## config.mk

```make
export PLATFORM = sky130hd
export DESIGN_NAME = instr_sequencer
export DESIGN_NICKNAME = d
export VERILOG_FILES = /design/src/rtl/instr_sequencer.sv
export SDC_FILE = /design/constraint.sdc
export NUM_CORES = 1
export LEC_CHECK = 0
export BUFFER_PORTS_ARGS = -buffer_cell sky130_fd_sc_hd__buf_2
export CORE_MARGIN = 2
export CORE_UTILIZATION = 52
export DETAILED_ROUTE_END_ITERATION = 7
export PLACE_DENSITY = 0.9
export RECOVER_POWER = 100
export SLEW_MARGIN = 20
export SYNTH_ARGS = -nofsm -noshare
export SYNTH_HDL_FRONTEND = slang
export SYNTH_SLANG_ARGS = --single-unit
```

## constraint.sdc

```tcl
create_clock -name clk -period 3.05 [get_ports clk]
set_clock_uncertainty 0.15 [all_clocks]
set_input_delay 0.61 -clock clk [delete_from_list [all_inputs] [get_ports clk]]
set_output_delay 0.61 -clock clk [all_outputs]
set_load 0.02 [all_outputs]
```

## src/rtl/instr_sequencer.sv

```systemverilog
// Instruction sequencer: fetches 32-bit words from instruction memory, decodes them
// onto register-file/ALU control fields and waits on the ALU when an op is enabled.
module instr_sequencer (
    input  logic        clk,
    input  logic        rst,
    input  logic        start,
    output logic [7:0]  imem_addr,
    output logic        imem_rd,
    input  logic [31:0] imem_data,
    input  logic        alu_done,
    output logic [15:0] data_bus,
    output logic [4:0]  addr1,
    output logic        read,
    output logic        write,
    output logic        opcode_enable,
    output logic [3:0]  opcode,
    output logic [3:0]  flag_register,
    output logic        busy,
    output logic        done,
    output logic        err
);

    typedef enum logic [2:0] {
        IDLE,
        FETCH,
        LATCH,
        EXEC,
        WAIT_ALU,
        HALT
    } state_t;

    state_t      state, state_nx;
    logic [7:0]  pc, pc_nx;
    logic [31:0] ir, ir_nx;
    logic        err_nx;

    logic        imem_rd_nx, read_nx, write_nx, opcode_enable_nx;
    logic        busy_nx, done_nx;
    logic [15:0] data_bus_nx;
    logic [4:0]  addr1_nx;
    logic [3:0]  opcode_nx, flag_register_nx;

    assign imem_addr = pc;

    // Outputs are decoded from the next state and next IR so that every output is a flop
    // and still lines up with the state it describes.
    always_comb begin
        state_nx         = state;
        pc_nx            = pc;
        ir_nx            = ir;
        err_nx           = err;
        imem_rd_nx       = 1'b0;
        read_nx          = 1'b0;
        write_nx         = 1'b0;
        opcode_enable_nx = 1'b0;
        busy_nx          = 1'b0;
        done_nx          = 1'b0;
        data_bus_nx      = 16'h0000;
        addr1_nx         = 5'h00;
        opcode_nx        = 4'h0;
        flag_register_nx = 4'h0;

        case (state)
            IDLE: begin
                if (start) begin
                    state_nx = FETCH;
                    err_nx   = 1'b0;
                end
            end
            FETCH: state_nx = LATCH;
            LATCH: begin
                ir_nx = imem_data;
                if (imem_data == 32'h0000_0000) begin
                    state_nx = HALT;
                end else begin
                    state_nx = EXEC;
                    if (imem_data[10] && imem_data[9]) err_nx = 1'b1;
                end
            end
            EXEC: begin
                if (!ir[8] || alu_done) begin
                    state_nx = FETCH;
                    pc_nx    = pc + 8'd1;
                end else begin
                    state_nx = WAIT_ALU;
                end
            end
            WAIT_ALU: begin
                if (alu_done) begin
                    state_nx = FETCH;
                    pc_nx    = pc + 8'd1;
                end
            end
            HALT: begin
                if (start) begin
                    state_nx = FETCH;
                    pc_nx    = pc + 8'd1;
                    err_nx   = 1'b0;
                end
            end
            default: state_nx = IDLE;
        endcase

        imem_rd_nx = (state_nx == FETCH);
        busy_nx    = (state_nx == FETCH) || (state_nx == LATCH) ||
                     (state_nx == EXEC)  || (state_nx == WAIT_ALU);
        done_nx    = (state_nx == HALT);

        // Read and write together is illegal, so neither strobe is issued in that case.
        if (state_nx == EXEC || state_nx == WAIT_ALU) begin
            data_bus_nx      = ir_nx[31:16];
            addr1_nx         = ir_nx[15:11];
            opcode_enable_nx = ir_nx[8];
            opcode_nx        = ir_nx[7:4];
            flag_register_nx = ir_nx[3:0];
            if (state_nx == EXEC) begin
                read_nx  = ir_nx[10] & ~ir_nx[9];
                write_nx = ir_nx[9] & ~ir_nx[10];
            end
        end
    end

    always_ff @(posedge clk or posedge rst) begin
        if (rst) begin
            state         <= IDLE;
            pc            <= 8'h00;
            ir            <= 32'h0000_0000;
            err           <= 1'b0;
            imem_rd       <= 1'b0;
            read          <= 1'b0;
            write         <= 1'b0;
            opcode_enable <= 1'b0;
            busy          <= 1'b0;
            done          <= 1'b0;
            data_bus      <= 16'h0000;
            addr1         <= 5'h00;
            opcode        <= 4'h0;
            flag_register <= 4'h0;
        end else begin
            state         <= state_nx;
            pc            <= pc_nx;
            ir            <= ir_nx;
            err           <= err_nx;
            imem_rd       <= imem_rd_nx;
            read          <= read_nx;
            write         <= write_nx;
            opcode_enable <= opcode_enable_nx;
            busy          <= busy_nx;
            done          <= done_nx;
            data_bus      <= data_bus_nx;
            addr1         <= addr1_nx;
            opcode        <= opcode_nx;
            flag_register <= flag_register_nx;
        end
    end

endmodule

```

==> results of run 1 <==
## layer usage
layer  global-route usage [%]  routed length [um]  vias to the layer above
met4                     9.32                  89                        0
met1                     29.2                3010                     1102
li1                         -                   -                     1097
met5                        0                   0                        -
met2                     34.7                3030                       77
met3                     4.89                 405                        9
## where the power goes
| group | switching [mW] | internal [mW] | leakage [nW] | total [mW] |
|---|---|---|---|---|
| clock network | 0.349 | 0.503 | 0.116 | 0.853 |
| logic | 0.971 | 0.496 | 0.714 | 1.47 |
| registers | 0.218 | 1.44 | 0.995 | 1.66 |
| total | 1.54 | 2.44 | 1.83 | 3.98 |
## logic make-up after synthesis
group                      Yosys count
AOI/OAI and AO/OA                   44
xor gates and xnor gates             8
adders and majority gates            1
buffers and inverters               17
DFF                                 77
muxes                                1
and+or+nand+nor                    135
## area by class of cell
class,count,area [sq um],area share (%)
clock buffers,12,155,4.22
clock inverters,4,70.1,1.91
inverters,2,7.51,0.204
multi-input cells,189,1030,27.9
flip-flops and latches,77,1930,52.5
well taps,72,90.1,2.45
repair buffers,85,397,10.8
## sequential cells by signal (all words and copies together), names as in the netlist
| register | flops |
|---|---|
| data_bus | 16 |
| opcode | 4 |
| ir | 30 |
| err | 1 |
| state | 3 |
| busy | 1 |
| read | 1 |
| done | 1 |
| imem_addr | 8 |
| opcode_enable | 1 |
| write | 1 |
| imem_rd | 1 |
| flag_register | 4 |
| addr1 | 5 |
## how the worst min path moves through the flow
stage | endpoint | slack, ns | depth (start not counted) | from
final | ir[25]$_DFF_PP0_ | 0.33 | 2 | ir[25]$_DFF_PP0_
after global routing | read$_DFF_PP0_ | 0.33 | 2 | imem_data[9]
after CTS | ir[14]$_DFF_PP0_ | 0.24 | 2 | rst
after detailed placement | ir[5]$_DFF_PP0_ | 0.31 | 2 | ir[5]$_DFF_PP0_
after global placement | ir[31]$_DFF_PP0_ | 0.30 | 2 | ir[31]$_DFF_PP0_
after floorplan | ir[31]$_DFF_PP0_ | 0.28 | 2 | ir[31]$_DFF_PP0_
## worst max-delay path: stages, from the launching register on
cell and delay [ns]:
dfrtp_1 0.49, nand2b_2 0.25, nor2_1 0.76, buf_4 0.37
nand2_1 0.09, nand2_1 0.08, o21a_1 0.14
## metrics by stage
stage | hold slack [ns] | cell area [sq um]
final | 0.328 | 3670
after global routing | 0.333 | 3670
after CTS | 0.244 | 3760
after detailed placement | 0.312 | 3530
after global placement | 0.300 | 3530
after floorplan | 0.284 | 3070
## layout by cell type, fill, tap and decap left out, types with 3 or more instances in the layout
cell      instances
clkbuf_1         46
nand3_1           3
nand2b_1          3
a21oi_1           3
dfrtp_1          77
xor2_1            3
xnor2_1           5
clkbuf_8         11
o21a_1           29
buf_2            34
nor2b_1           4
nand2_1          96
nor4_1            8
nand4_1           4
nor2_1            8
buf_4             5
==> summary.txt, run 1 <==
die span in y - 80.9 um
Yosys Warn Count - 0
# clock sinks - 77
crit path from - state[2]$_DFF_PP0_
CTS HTree Levels - 3
max-slew violation total from the final report - 0
Root Driver - clkbuf_8
Synth top area share - 62.7%
Post-Route WL - 6.54 mm
period utilization - 78.5%
count leader, synth - nand2_1
synth top area cells - dfrtp_1 (63%), nand2_1 (12%), o21a_1 (7.1%)
WP data arrival - 2.52 ns
DR vias - 2285
CP Max Fanout - 17
IO buf count - 79
RR Startpoint - state[2]$_DFF_PP0_
Die Area - 6540 sq um
R2R cell count - 6
Num CTS Buffers - 9
prevailing post-synth register cell - dfrtp_1
area added between synthesis and finish - 19.6%
Compound-Gate Fraction of Synth Area - 11.0%
Synth Instances - 283
# nets final - 401
register clock-pin slew on the reported worst setup and hold paths - 0.08 ns
final setup fails - 0
async set or reset register ratio after synthesis - 100%
pwr dens - 1080 nW/um^2
dpl hpwl - 4.59 mm
Critical path destination - data_bus[5]$_DFF_PP0_
vias per cell - 5.18
Die Width - 80.9 um
register area share after synthesis - 62.7%
Clock Latency Late Sink - 0.34 ns
post-place setup slack - 0.800 ns
R2R Setup Slk - 0.66 ns
CTS tree - done
fmax - 0.418 GHz
Routability Congestion - 0.856
reg2reg end - data_bus[5]$_DFF_PP0_
post-synth top area cell - dfrtp_1
clock tree buffer depth - 2
Post-CTS Setup Repair Bufs - 0
Post-synth EDFFs - 0
Core Util, Final - 65.5%
Initial DRT Pass Iterations - 4
Top-Level Pins - 80
Mean Syn Cell Area - 10.9 sq um
layout cells sized above 1 - 16.8%
slew margin rel. - 14.1%
number of synthesized register bits - 77
Filler cells - 470
Antenna Cells - 0
post-synthesis adder-cell area fraction - 0.407%
routed len/inst - 14.8 um
Routed Antenna Nets - 0
Final Worst Setup Slack - 0.656 ns
Final Hold Fails - 0
VDD IR-drop max - 0.000573 V
RSZ-0062 raised after global routing - false
multiplexer share of the synthesized area - 0.367%
Final min period - 2.39 ns
Mapped Nets - 320
CTS resizes - 0
largest family of logic cells by synthesized area - simple AND/OR/NAND/NOR gates
kind of critical path - reg -> reg
total design power - 3.98 mW
Core Footprint - 5610 sq um
residual DRC count - 0
Worst Path Required - 3.18 ns
leakage power total - 1.83 nW
largest net degree at the start of global routing - 45
vias in the first global route - 2306
drt initial violations - 119
Max Cap Violations - 0
worst-margin pin slew - 1.29 ns
first-pass GRT wire length - 10.7 mm
Hold/Removal Path Class - reg -> reg
simple-gate share of the synthesized area - 20.1%
Synth Area in XOR/XNOR - 2.28%
Finished Layout Cells - 441
placement row count - 27
Initial Util - 54.8%
Post-Syn Area - 3070 sq um
GRT Residual Overflow - 0
Post-CTS Hold Buffers - 0
synth cell count leaders - nand2_1 (96), dfrtp_1 (77), o21a_1 (29)
crit end category - register
status - complete, no violations
Worst setup SP type - register
initial antenna violation count - 0
All-Layer GR Usage - 21.9%
dpl cells - 425
final setup TNS - 0 ns
Synth cell types - 37
(Power assumes the default switching activity.)
==> run 2: changes to the inputs <==
- clock period: 3.05 -> 2.28 ns (I/O delays scaled with it)
==> run 2 against run 1 <==
Compared with the run above: non-clock buffer count rose by 3; clock power rose by 23%; final cell count rose by 0.68%; wire length fell by 2.1%; design area barely moved; first-iteration DRC count rose by 10%; via count rose by 1.7%; utilization barely moved; critical path depth fell by 1; count of clock-buffer cells in the layout fell by 3; worst hold slack got worse by 0.15 ns; maximum frequency rose by 23%.
==> summary.txt, run 2 (synthesis results as in run 1) <==
status - complete, no violations
dpl hpwl - 4.39 mm (-4.4%)
Hold/Removal Path Class - in -> reg
Core Footprint - 5610 sq um (unchanged)
CTS HTree Levels - 3 (unchanged)
die span in y - 80.9 um (unchanged)
CTS resizes - 0 (unchanged)
kind of critical path - reg -> reg
Filler cells - 460 (-2.1%)
Root Driver - clkbuf_8
IO buf count - 79 (unchanged)
DR vias - 2323 (+1.7%)
Post-CTS Hold Buffers - 0 (unchanged)
R2R cell count - 5 (-1)
CP Max Fanout - 10 (-7)
register clock-pin slew on the reported worst setup and hold paths - 0.08 ns (about the same)
Worst setup SP type - register
Die Area - 6540 sq um (unchanged)
commonest non-fill, non-tap cells in the layout - nand2_1 (96), dfrtp_1 (77), clkbuf_1 (45)
routed len/inst - 14.4 um (-2.8%)
Clock Latency Late Sink - 0.35 ns (about the same)
residual DRC count - 0 (unchanged)
worst hold path stage count - 2 (unchanged)
Post-Route WL - 6.41 mm (-2.1%)
All-Layer GR Usage - 21.5% (-0.39 points)
initial antenna violation count - 0 (unchanged)
Routed Antenna Nets - 0 (unchanged)
RSZ-0062 raised after global routing - false
Worst Path Required - 2.37 ns (-0.81 ns)
Routability Congestion - 0.854 (-0.26%)
Antenna Cells - 0 (unchanged)
first-pass GRT wire length - 10.6 mm (-1.2%)
vias in the first global route - 2323 (+0.74%)
Initial DRT Pass Iterations - 4 (unchanged)
CP delay by family, top - compound AO/OA/AOI/OAI gates
dpl cells - 428 (+0.71%)
worst-margin pin slew - 0.996 ns (-0.291 ns)
CTS tree - done
layout cells sized above 1 - 18.3% (+1.5 points)
crit-path cells - nor2b_1 > a22o_4 > a22oi_1 > nor2_1 > xor2_1
Initial Util - 54.8% (unchanged)
crit end category - register
area added between synthesis and finish - 19.6% (about the same)
Storage cell area - 1930 sq um (unchanged)
most common cell after layout, fill and taps aside - nand2_1
Max Cap Violations - 0 (unchanged)
VDD IR-drop max - 0.000744 V (+30%)
vias per cell - 5.23 (+0.98%)
total design power - 5.25 mW (+32%)
period utilization - 85.6% (+7.1 points)
Post-CTS Setup Repair Bufs - 0 (unchanged)
slowest stage cell, crit path - dfrtp_1
placement row count - 27 (unchanged)
largest net degree at the start of global routing - 78 (+73%)
leakage power total - 1.82 nW (-0.56%)
R2R Setup Slk - 0.33 ns (-0.33 ns)
final setup fails - 0 (unchanged)
clock tree buffer depth - 2 (unchanged)
Top-Level Pins - 80 (unchanged)
CP peak stage delay - 0.52 ns (-0.24 ns)
final setup TNS - 0 ns (unchanged)
Final min period - 1.95 ns (-0.443 ns)
# nets final - 404 (+0.75%)
fmax - 0.512 GHz (+23%)
Final Hold Fails - 0 (unchanged)
Num CTS Buffers - 9 (unchanged)
Largest Register - ir
Critical path buffers and inverters - 0 (-1)
drt initial violations - 131 (+10%)
# clock sinks - 77 (unchanged)
Die Width - 80.9 um (unchanged)
slew margin rel. - 33.6% (+19 points)
Finished Layout Cells - 444 (+0.68%)
multi-input logic area - 1040 sq um (+0.98%)
pwr dens - 1430 nW/um^2 (+32%)
max reg flops - 30 (unchanged)
max-slew violation total from the final report - 0 (unchanged)
WP data arrival - 2.04 ns (-0.48 ns)
GRT Residual Overflow - 0 (unchanged)
Levels on crit path - 5 (-1)
run 2: power by group:
part / internal, mW / switching (mW) / leakage, nW / total [mW]
clock network: 0.520 / 0.526 / 0.101 / 1.05
registers: 1.92 / 0.255 / 0.995 / 2.18
logic: 0.685 / 1.33 / 0.720 / 2.02
run 2: area by class of cell:
cell class | instances | share of cell area [%]
flip-flops and latches | 77 | 52.5
multi-input cells | 189 | 28.2
repair buffers | 88 | 11.1
clock buffers | 9 | 3.37
well taps | 72 | 2.45
clock inverters | 7 | 2.21
inverters | 2 | 0.238
run 2: worst paths after layout:
check,endpoint,startpoint
max,imem_addr[4]$_DFFE_PP0P_,state[1]$_DFF_PP0_
min,write$_DFF_PP0_,imem_data[10]
max reg2reg,imem_addr[4]$_DFFE_PP0P_,state[1]$_DFF_PP0_
min reg2reg,ir[29]$_DFF_PP0_,ir[29]$_DFF_PP0_
max in group asynchronous,flag_register[3]$_DFF_PP0_,rst
min in group asynchronous,flag_register[0]$_DFF_PP0_,rst
run 2: routing by layer:
metal / GRT usage [%] / part of all wire (%) / vias to the layer above / routed length (um)
li1: - / - / 1111 / -
met4: 9.66 / 1.5 / 0 / 93
met3: 4.44 / 6.6 / 12 / 422
met1: 28.3 / 45 / 1122 / 2870
met2: 34.5 / 47 / 78 / 3020
met5: 0 / 0 / - / 0
run 2: metrics by stage:
stage | utilization, % | cell area [sq um] | setup WS, ns | hold WS [ns]
4_1_cts | 67.1 | 3760 | 0.440 | 0.0745
3_5_place_dp | 63.5 | 3560 | 0.448 | 0.306
6_report | 65.5 | 3670 | 0.329 | 0.180
3_3_place_gp | 63.5 | 3560 | 0.501 | 0.299
2_1_floorplan | - | 3080 | 0.666 | 0.284
5_1_grt | 65.5 | 3670 | 0.225 | 0.178
run 2: worst register-to-register path: cells and delay by family (launching register included):
family                    cells  cell delay (ns)
DFF                           1             0.52
AOI/OAI and AO/OA             2             0.66
and+or+nand+nor               2             0.36
xor gates and xnor gates      1             0.16
==> run 3: changes to the inputs <==
==> constraint.sdc (replaced) <==
create_clock -name clk -period 2.28 [get_ports clk]
set_clock_uncertainty 0.15 [all_clocks]
set_input_delay 0.114 -clock clk [delete_from_list [all_inputs] [get_ports clk]]
set_output_delay 0.114 -clock clk [all_outputs]
set_load 0.02 [all_outputs]
==> run 3 against run 2 <==
Compared with the run above: critical path type unchanged; sequential cell count unchanged; wire length up 9.6%; final cell count up 7.7%; critical endpoint is now addr1[4]$_DFF_PP0_; worst hold slack worse by 0.090 ns; power up 0.74%.
==> summary.txt, run 3 (synthesis results as in run 1) <==
status - complete, no violations
Final Worst Setup Slack - 0.204 ns (-0.124 ns)
CTS tree - done
Root Driver - clkbuf_8
Top-Level Pins - 80 (unchanged)
Clock Latency Late Sink - 0.34 ns (about the same)
Routed Antenna Nets - 0 (unchanged)
final setup fails - 0 (unchanged)
Num CTS Buffers - 9 (unchanged)
clock tree buffer depth - 2 (unchanged)
met3 GRT Util - 4.00% (-0.44 points)
Clk pwr share - 19.9% (about the same)
crit-path most repeated cell - nand2_1
IO buf count - 79 (unchanged)
Final Hold Fails - 0 (unchanged)
RSZ-0062 raised after global routing - false
Post-Route WL - 7.02 mm (+9.6%)
area added between synthesis and finish - 30.3%
kind of critical path - reg -> reg
worst-margin pin slew - 0.987 ns (-0.00885 ns)
DR vias - 2458 (+5.8%)
Worst setup SP type - register
CP peak stage delay - 0.54 ns (+0.02 ns)
pwr dens - 1320 nW/um^2 (-7.6%)
Hold/Removal Path Class - in -> reg
max-slew violation total from the final report - 0 (unchanged)
M1 GR Usage - 31.1% (+2.8 points)
Pint - 3.20 mW (+2.4%)
fmax - 0.482 GHz (-6.0%)
first-pass GRT wire length - 11.7 mm (+11%)
initial antenna violation count - 0 (unchanged)
# clock sinks - 77 (unchanged)
Final min period - 2.08 ns (+0.124 ns)
Placed Instance Area - 3550 sq um (-0.32%)
CP Max Fanout - 31 (+21)
WP data arrival - 2.21 ns (+0.17 ns)
Post-CTS Setup Repair Bufs - 0 (unchanged)
Core Footprint - 5610 sq um (unchanged)
Routability Congestion - 0.914 (+7.0%)
crit end category - register
All-Layer GR Usage - 23.7% (+2.2 points)
max reg flops - 30 (unchanged)
slew margin rel. - 34.2% (+0.59 points)
vias in the first global route - 2570 (+11%)
met2 GRT Util - 40.1% (+5.6 points)
Max Cap Violations - 0 (unchanged)
Worst Path Required - 2.41 ns (+0.04 ns)
CTS HTree Levels - 3 (unchanged)
drt initial violations - 194 (+48%)
vias per cell - 5.14 (-1.7%)
commonest non-fill, non-tap cells in the layout - nand2_1 (96), dfrtp_1 (76), clkbuf_1 (45)
dpl hpwl - 4.27 mm (-2.8%)
slowest stage cell, crit path - clkbuf_2
# nets final - 438 (+8.4%)
peak-usage layer in the global routing report - met2
Comb pwr share - 38.6% (about the same)
Initial DRT Pass Iterations - 4 (unchanged)
Antenna Cells - 0 (unchanged)
switching power total - 2.08 mW (-1.7%)
GRT Residual Overflow - 0 (unchanged)
leakage power total - 1.97 nW (+8.3%)
most common cell after layout, fill and taps aside - nand2_1
Die Area - 6540 sq um (unchanged)
period utilization - 91.0% (+5.5 points)
VDD IR-drop max - 0.000673 V (-9.5%)
Final Instance Area - 4000 sq um (+9.0%)
largest net degree at the start of global routing - 78 (unchanged)
worst hold slack - 0.0895 ns (-0.0905 ns)
placement row count - 27 (unchanged)
Sequential Power Share - 41.5% (about the same)
post-place setup slack - 0.474 ns (+0.0264 ns)
final setup TNS - 0 ns (unchanged)
crit-path cells - nand2b_1 > nor2_1 > clkbuf_2 > nand2_1 > nand2_1 > o21a_1
layout cells sized above 1 - 16.3% (-2.0 points)
Die Width - 80.9 um (unchanged)
residual DRC count - 0 (unchanged)
Initial Util - 54.8% (unchanged)
Switching Share - 39.4% (-0.96 points)
register clock-pin slew on the reported worst setup and hold paths - 0.08 ns (about the same)
die span in y - 80.9 um (unchanged)
Largest Register - ir
routed len/inst - 14.7 um (+1.8%)
==> run 3: cell count changes in the layout (fill, tap and decap cells not counted), sizes merged <==
cell	previous run	this run
dlygate4sd3	0	35
buf	42	39
clkbuf	55	59
inv	4	2
==> run 3: path summary, 6_finish.rpt <==
| kind | startpoint | endpoint | slack (ns) | cells after the start |
|---|---|---|---|---|
| max | state[2]$_DFF_PP0_ | addr1[4]$_DFF_PP0_ | 0.20 | 6 |
| min | alu_done | state[0]$_DFF_PP0_ | 0.09 | 3 |
| max in group asynchronous | rst | state[1]$_DFF_PP0_ | 0.82 | 4 |
| min in group asynchronous | rst | data_bus[4]$_DFF_PP0_ | 0.48 | 4 |
| max reg2reg | state[2]$_DFF_PP0_ | addr1[4]$_DFF_PP0_ | 0.20 | 6 |
| min reg2reg | ir[29]$_DFF_PP0_ | ir[29]$_DFF_PP0_ | 0.32 | 2 |
==> run 3: what timing repair did <==
action | CTS | global route
setup endpoints to repair | 0 | 1
hold endpoints to repair | 139 | 0
hold buffers | 35 | 0
gates resized for setup | 0 | 1
==> run 3: area by class of cell <==
| cell class | count | area [sq um] |
|---|---|---|
| clock buffers | 11 | 151 |
| clock inverters | 5 | 58.8 |
| fillers | 434 | 1600 |
| inverters | 2 | 7.51 |
| multi-input cells | 189 | 1020 |
| flip-flops and latches | 77 | 1930 |
| well taps | 72 | 90.1 |
| repair buffers | 122 | 744 |
==> run 3: power groups by stage <==
stage / logic [mW] / clock network (mW) / registers [mW]
global route: 2.28 / 1.13 / 2.26
global placement: 2.04 / 0 / 2.19
floorplan: 1.22 / 0 / 2.48
finish: 2.04 / 1.05 / 2.19
CTS: 2.17 / 1.07 / 2.19
detailed placement: 2.10 / 0 / 2.22
==> run 3: per-layer routing <==
layer / share of wire (%) / vias to the layer above / wire, um
li1: - / 1174 / -
met1: 42 / 1170 / 2970
met2: 50 / 97 / 3500
met3: 6.0 / 17 / 422
met4: 1.8 / 0 / 123
met5: 0 / - / 0
==> run 3: critical path: cells and delay by family, from the launching register on <==
family | cells | cell delay, ns
AO/OA/AOI/OAI | 1 | 0.12
buffers and inverters | 1 | 0.54
flip-flops | 1 | 0.51
AND/OR/NAND/NOR | 4 | 0.69
==> run 3: per-stage QoR <==
| step | cells | total power, mW | utilization [%] |
|---|---|---|---|
| floorplan | 283 | 3.70 | - |
| global placement | 427 | 4.23 | 63.3 |
| detailed placement | 427 | 4.32 | 63.3 |
| CTS | 478 | 5.43 | 73.3 |
| global route | 478 | 5.66 | 71.4 |
| finish | 478 | 5.28 | 71.4 |
